==> config.mk <==
export PLATFORM = sky130hd
export DESIGN_NAME = room_draw_engine
export DESIGN_NICKNAME = d
export VERILOG_FILES = /design/src/rtl/home_sim_pkg.sv /design/src/rtl/xy_scan_counter.sv /design/src/rtl/room_draw_engine.sv
export SDC_FILE = /design/constraint.sdc
export NUM_CORES = 1
export LEC_CHECK = 0
export ABC_AREA = 1
export CAP_MARGIN = 20
export CELL_PAD_IN_SITES_DETAIL_PLACEMENT = 1
export CELL_PAD_IN_SITES_GLOBAL_PLACEMENT = 2
export CORE_MARGIN = 5
export CORE_UTILIZATION = 27
export DETAILED_ROUTE_END_ITERATION = 10
export PLACE_DENSITY_LB_ADDON = 0.08
export SYNTH_ARGS = -nofsm -noshare
export SYNTH_HDL_FRONTEND = slang
export SYNTH_SLANG_ARGS = --single-unit
==> constraint.sdc <==
create_clock -name clock -period 2.4 [get_ports clock]
set_input_delay 0.6 -clock clock [delete_from_list [all_inputs] [get_ports clock]]
set_output_delay 0.6 -clock clock [all_outputs]
set_load 0.02 [all_outputs]
==> src/rtl/home_sim_pkg.sv <==
// Shared types, colours and screen/room geometry for the home-simulation VGA path.
// The control path imports the same constants so both sides agree on the layout.
package home_sim_pkg;

    typedef enum logic [2:0] {
        IDLE,
        SCAN_ROOM,
        SCAN_CLEAR,
        DONE,
        WAIT_RELEASE
    } state_t;

    localparam logic [2:0] COL_BLACK     = 3'b000;
    localparam logic [2:0] COL_WHITE     = 3'b111;
    localparam logic [2:0] COL_YELLOW    = 3'b110;
    localparam logic [2:0] COL_BLUE_DARK = 3'b001;
    localparam logic [2:0] COL_RED       = 3'b100;
    localparam logic [2:0] COL_GREEN     = 3'b010;

    localparam int NUM_ROOMS = 5;
    localparam int ROOM_W    = 32;
    localparam int ROOM_H    = 24;
    localparam int ROOM_Y0   = 48;
    localparam int SCREEN_W  = 160;
    localparam int SCREEN_H  = 120;
    localparam int DOOR_X0   = 12;
    localparam int DOOR_LEN  = 8;

    localparam int X_W        = $clog2(SCREEN_W);
    localparam int Y_W        = $clog2(SCREEN_H);
    localparam int IDX_W      = $clog2(NUM_ROOMS);
    localparam int ROOM_SHIFT = $clog2(ROOM_W);

    // Lowest set bit wins when the control path raises more than one enable.
    function automatic logic [IDX_W-1:0] lowest_set(input logic [NUM_ROOMS-1:0] v);
        lowest_set = '0;
        for (int i = NUM_ROOMS - 1; i >= 0; i--) begin
            if (v[i]) lowest_set = IDX_W'(i);
        end
    endfunction

    function automatic logic multi_hot(input logic [NUM_ROOMS-1:0] v);
        return (v & (v - NUM_ROOMS'(1))) != '0;
    endfunction

endpackage

==> src/rtl/xy_scan_counter.sv <==
// Row-major raster counter; start clears to (0,0), enable advances one pixel.
// last flags the final pixel of the width x height window currently selected.
module xy_scan_counter
    import home_sim_pkg::*;
(
    input  logic           clock,
    input  logic           reset,
    input  logic [X_W-1:0] width,
    input  logic [Y_W-1:0] height,
    input  logic           start,
    input  logic           enable,
    output logic [X_W-1:0] cx,
    output logic [Y_W-1:0] cy,
    output logic           last
);

    logic x_end;

    assign x_end = (cx == width - X_W'(1));
    assign last  = x_end && (cy == height - Y_W'(1));

    always_ff @(posedge clock) begin
        if (reset || start) begin
            cx <= '0;
            cy <= '0;
        end else if (enable) begin
            if (x_end) begin
                cx <= '0;
                cy <= last ? '0 : cy + Y_W'(1);
            end else begin
                cx <= cx + X_W'(1);
            end
        end
    end

endmodule

==> src/rtl/room_draw_engine.sv <==
// Draws one room tile (or clears the screen) one pixel per cycle for the VGA adapter,
// then pulses countDone once and waits for the control path to drop its request.
module room_draw_engine
    import home_sim_pkg::*;
(
    input  logic                 clock,
    input  logic                 reset,
    input  logic [NUM_ROOMS-1:0] room_en,
    input  logic                 clear_req,
    input  logic [NUM_ROOMS-1:0] light_on,
    input  logic [NUM_ROOMS-1:0] door_open,
    output logic [X_W-1:0]       x,
    output logic [Y_W-1:0]       y,
    output logic [2:0]           colour,
    output logic                 plot,
    output logic                 countDone,
    output logic                 busy,
    output logic                 err_multi,
    output state_t               state
);

    state_t           state_next;
    logic [IDX_W-1:0] idx;
    logic [IDX_W-1:0] sel;
    logic             light_q;
    logic             door_q;
    logic             capture;
    logic             start;
    logic             enable;
    logic [X_W-1:0]   cx;
    logic [Y_W-1:0]   cy;
    logic [X_W-1:0]   lim_w;
    logic [Y_W-1:0]   lim_h;
    logic             last;
    logic             door_pix;
    logic             border_pix;

    assign sel   = lowest_set(room_en);
    assign lim_w = (state == SCAN_CLEAR) ? X_W'(SCREEN_W) : X_W'(ROOM_W);
    assign lim_h = (state == SCAN_CLEAR) ? Y_W'(SCREEN_H) : Y_W'(ROOM_H);

    xy_scan_counter u_scan (
        .clock  (clock),
        .reset  (reset),
        .width  (lim_w),
        .height (lim_h),
        .start  (start),
        .enable (enable),
        .cx     (cx),
        .cy     (cy),
        .last   (last)
    );

    always_ff @(posedge clock) begin
        if (reset) begin
            state     <= IDLE;
            idx       <= '0;
            light_q   <= 1'b0;
            door_q    <= 1'b0;
            err_multi <= 1'b0;
        end else begin
            state     <= state_next;
            err_multi <= capture && multi_hot(room_en);
            if (capture) begin
                idx     <= sel;
                light_q <= light_on[sel];
                door_q  <= door_open[sel];
            end
        end
    end

    // Clear outranks everything, including an in-progress room; a dropped enable aborts silently.
    always_comb begin
        state_next = state;
        start      = 1'b0;
        enable     = 1'b0;
        capture    = 1'b0;
        case (state)
            IDLE: begin
                start = 1'b1;
                if (clear_req) begin
                    state_next = SCAN_CLEAR;
                end else if (room_en != '0) begin
                    state_next = SCAN_ROOM;
                    capture    = 1'b1;
                end
            end
            SCAN_ROOM: begin
                if (clear_req) begin
                    state_next = SCAN_CLEAR;
                    start      = 1'b1;
                end else if (room_en == '0) begin
                    state_next = IDLE;
                end else if (last) begin
                    state_next = DONE;
                end else begin
                    enable = 1'b1;
                end
            end
            SCAN_CLEAR: begin
                if (last) state_next = DONE;
                else      enable     = 1'b1;
            end
            DONE: state_next = WAIT_RELEASE;
            WAIT_RELEASE: begin
                if (room_en == '0 && !clear_req) state_next = IDLE;
            end
            default: state_next = IDLE;
        endcase
    end

    assign door_pix   = (cy == Y_W'(ROOM_H - 1)) && (cx >= X_W'(DOOR_X0))
                        && (cx < X_W'(DOOR_X0 + DOOR_LEN));
    assign border_pix = (cx == '0) || (cx == X_W'(ROOM_W - 1))
                        || (cy == '0) || (cy == Y_W'(ROOM_H - 1));

    always_comb begin
        x      = '0;
        y      = '0;
        colour = COL_BLACK;
        plot   = 1'b0;
        case (state)
            SCAN_ROOM: begin
                x    = (X_W'(idx) << ROOM_SHIFT) + cx;
                y    = Y_W'(ROOM_Y0) + cy;
                plot = 1'b1;
                if (door_pix)        colour = door_q ? COL_GREEN : COL_RED;
                else if (border_pix) colour = COL_WHITE;
                else                 colour = light_q ? COL_YELLOW : COL_BLUE_DARK;
            end
            SCAN_CLEAR: begin
                x    = cx;
                y    = cy;
                plot = 1'b1;
            end
            default: ;
        endcase
    end

    assign countDone = (state == DONE);
    assign busy      = (state == SCAN_ROOM) || (state == SCAN_CLEAR) || (state == DONE);

endmodule

==> results.yml <==
run_status:
  status: "complete, no violations"
placed_design:
  globalplace.congestion: 0.847
  place_hpwl_um: 5600
  port-buffer-count: 42
  place_inst: 493
  setup_ws_pre_cts_ns: -0.0791
routing:
  drt_wl_total_um: 6770
  detail_route.iter0.violations: 41
  detail-route-antenna-nets: 0
  drc: 0
  drtPass1Iterations: 4
  detail_route.vias_per_cell: 4.54
  route.vias.total: 2257
  detail_route.wl_per_cell_um: 13.6
grt:
  grt_antenna_before_repair: 0
  vias_in_the_first_global_route: 2361
  largest_net_degree_at_the_start_of_global_routing: 15
  grt_overflow: 0
  grt_usage: 0.145
  grt_first_pass_wirelength_um: 11600
final_layout:
  drive_above_1_share: 0.274
  diodes: 0
  layout.filler_cells: 942
  layout.cells.most_common_list: "sky130_fd_sc_hd__nand2_1, sky130_fd_sc_hd__inv_1, sky130_fd_sc_hd__nor2_1"
  syn_to_final_growth_pct: 39.9
  final_common_cell: "sky130_fd_sc_hd__nand2_1"
  num-nets-final: 430
  final-instance-count-excl-fill: 497
cts:
  clock_tree_from_tritoncts: "done"
  clock_sink_count: 24
  clk_transition_reported_paths_ns: 0.11
  clk-insertion-delay-late_ns: 0.28
  cts_hold_buf: 0
  numCtsBuffers: 3
  cts_max_level: 1
  max-clock-path-buffers: 2
  cts-root-buf: "sky130_fd_sc_hd__clkbuf_8"
setup_path:
  critical_path_required_ns: 1.80
  cp-endpoint: "x[7]"
  path_class: "reg2out"
  crit_family: "adder cells"
  worst-path-stages: 6
  worstPathCellList: "ha_2 -> fa_2 -> or2_2 -> nand3_1 -> a21oi_1 -> buf_4"
  setup_crit_start_kind: "flop"
  reg2regPathDepth: 11
  r2r-start: "state[2]$_SDFFE_PP0P_"
  critPathBufInv: 1
  critical_path.slowest_cell: "sky130_fd_sc_hd__dfxtp_2"
  critPathMaxStageDelay_ns: 0.34
  worst_setup_path_end_kind: "primary output"
  rrSetupSlack_ns: 0.32
  crit-reg2reg-capture: "u_scan.cy[5]$_SDFFE_PP0P_"
  launch_point_of_the_worst_path: "idx[0]$_SDFFE_PP0P_"
  worst-endpoint-arrival_ns: 1.73
  critical_path.max_fanout: 2
synthesis:
  netlist_area_mm2: 0.00206
  synth_area_per_cell_um2: 6.51
  synth_sequential_area_ratio: 0.233
  yosys.cell_types.count: 34
  synthCells: 317
  synth-seq-cells: 24
  synthesis.yosys.warnings: 0
  synth_fp_nets: 348
timing:
  max_clock_freq_mhz: 428
  finClkSkew_ns: 0.00448
  timing.final.crit_share: 0.973
  period_needed_ns: 2.33
  slew_headroom: 0.762
  tightest_slew_ns: 0.357
  setup_repair_after_global_routing_missed_its_margin: "false"
  setup_viol: 0
  timing.final.ws_setup_ns: 0.0653
  fin_tns_setup_ns: 0
  slew_violations: 0
  timing_hold_violations_final: 0
power_and_ir_drop:
  seq_power_share: 0.369
  swShare: 0.328
  max-vdd-ir-drop_mv: 0.220
  clockPowerShare: 0.337
  pwr-share-comb: 0.294
  total_switching_power_mw: 0.378
  int_pwr_mw: 0.775
  power_density_mw_per_mm2: 399
  cellLeakagePower_nw: 1.42
die:
  num_rows: 31
  dieArea_mm2: 0.00949
  floorplan.core_area_mm2: 0.00733
  ports: 43
  die-height_um: 97.4
  die-width_um: 97.4
  floorplan.initialDensity: 0.281
job:
  maxCapViolations: 0
min_path:
  holdCritPathClass: "reg2reg"
## flip-flops by register name, summed over array words and instances (netlist names)
signal	flops
err_multi	1
state	3
light_q	1
u_scan.cy	7
idx	3
door_q	1
u_scan.cx	8
## cell type report
| class | count | area (um^2) | share of cell area |
|---|---|---|---|
| Sequential cell | 24 | 485 | 0.168 |
| Clock buffer | 3 | 41.3 | 0.0143 |
| Multi-Input combinational cell | 231 | 1340 | 0.465 |
| Clock inverter | 1 | 30.0 | 0.0104 |
| Inverter | 57 | 215 | 0.0746 |
| Tap cell | 99 | 124 | 0.0429 |
| Timing Repair Buffer | 82 | 648 | 0.225 |
## per-stage QoR
stage	hold WS (ns)	cell area, um^2	util	power, mW
2_1_floorplan	0.446	2060	-	0.621
3_3_place_gp	0.478	2860	0.390	0.785
3_5_place_dp	0.482	2860	0.390	0.789
4_1_cts	0.498	2920	0.398	1.18
5_1_grt	0.531	2890	0.394	1.21
6_report	0.498	2890	0.394	1.15
## routing by layer
layer,GRT usage,share of wire,up-vias
met4,0.0160,0.0040,0
met2,0.249,0.48,25
met3,0.0251,0.028,2
met5,0,0,-
li1,-,-,1177
met1,0.196,0.49,1053
## repair_timing
action	CTS	global route
pin swaps	0	1
endpoints found under the setup margin	18	18
setup buffers	0	0
resized for setup	35	37
## synth_stat cells
cell | n | area, um^2
sky130_fd_sc_hd__nand2_1 | 69 | 259
sky130_fd_sc_hd__inv_1 | 49 | 184
sky130_fd_sc_hd__nor2_1 | 44 | 165
sky130_fd_sc_hd__dfxtp_1 | 24 | 480
sky130_fd_sc_hd__nand3_1 | 16 | 80.1
sky130_fd_sc_hd__nand4_1 | 14 | 87.6
sky130_fd_sc_hd__o21ai_0 | 14 | 70.1
sky130_fd_sc_hd__a21oi_1 | 13 | 65.1
sky130_fd_sc_hd__ha_1 | 12 | 150
sky130_fd_sc_hd__a21oi_2 | 11 | 96.3
sky130_fd_sc_hd__inv_2 | 6 | 22.5
sky130_fd_sc_hd__nand2_2 | 6 | 37.5
sky130_fd_sc_hd__o211ai_1 | 5 | 37.5
sky130_fd_sc_hd__buf_6 | 3 | 33.8
sky130_fd_sc_hd__nand2_4 | 3 | 33.8
sky130_fd_sc_hd__nand3_2 | 3 | 30.0
sky130_fd_sc_hd__nor2_2 | 3 | 18.8
sky130_fd_sc_hd__xor2_1 | 3 | 26.3
sky130_fd_sc_hd__buf_4 | 2 | 15.0
sky130_fd_sc_hd__nand3_4 | 2 | 35.0
sky130_fd_sc_hd__nor3_1 | 2 | 10.0
sky130_fd_sc_hd__a211oi_1 | 1 | 7.51
sky130_fd_sc_hd__a21o_1 | 1 | 7.51
sky130_fd_sc_hd__a31oi_1 | 1 | 6.26
sky130_fd_sc_hd__a32o_1 | 1 | 10.0
sky130_fd_sc_hd__clkinv_1 | 1 | 3.75
sky130_fd_sc_hd__clkinv_2 | 1 | 5.00
sky130_fd_sc_hd__fa_1 | 1 | 20.0
sky130_fd_sc_hd__nor2_4 | 1 | 11.3
sky130_fd_sc_hd__nor2_8 | 1 | 20.0
sky130_fd_sc_hd__nor3_2 | 1 | 10.0
sky130_fd_sc_hd__o2111ai_1 | 1 | 8.76
sky130_fd_sc_hd__or2_2 | 1 | 6.26
sky130_fd_sc_hd__xnor2_1 | 1 | 8.76
## worst min-delay path, stage by stage (launching register included)
cell and delay [ns]:
sky130_fd_sc_hd__dfxtp_1 0.34, sky130_fd_sc_hd__nand2_1 0.07, sky130_fd_sc_hd__a21oi_1 0.05
## how the worst min path moves through the flow
stage	startpoint	to	slack, ns	cells past startpoint
2_1_floorplan	idx[2]$_SDFFE_PP0P_	idx[2]$_SDFFE_PP0P_	0.45	2
3_3_place_gp	idx[2]$_SDFFE_PP0P_	idx[2]$_SDFFE_PP0P_	0.48	2
3_5_place_dp	idx[2]$_SDFFE_PP0P_	idx[2]$_SDFFE_PP0P_	0.48	2
4_1_cts	idx[2]$_SDFFE_PP0P_	idx[2]$_SDFFE_PP0P_	0.50	2
5_1_grt	idx[2]$_SDFFE_PP0P_	idx[2]$_SDFFE_PP0P_	0.53	2
6_report	idx[2]$_SDFFE_PP0P_	idx[2]$_SDFFE_PP0P_	0.50	2
## kinds of logic (layout without fill, tap and decap cells)
logic type / count (synthesis) / count (layout) / share of synthesized area
simple gates: 166 / 166 / 0.390
buf+inv: 62 / 143 / 0.128
compound gates: 48 / 48 / 0.150
flops: 24 / 24 / 0.233
fa+ha+maj: 13 / 13 / 0.0825
xor+xnor: 4 / 4 / 0.0170
## power groups by stage
| stage | sequential, mW | clock, mW | combinational (mW) |
|---|---|---|---|
| after CTS | 0.425 | 0.402 | 0.351 |
| after global routing | 0.428 | 0.409 | 0.378 |
| after detailed placement | 0.434 | 0 | 0.355 |
| after floorplan | 0.442 | 0 | 0.179 |
| after global placement | 0.434 | 0 | 0.351 |
| final | 0.425 | 0.388 | 0.339 |
No activity file was read; power rests on OpenSTA's default activity.
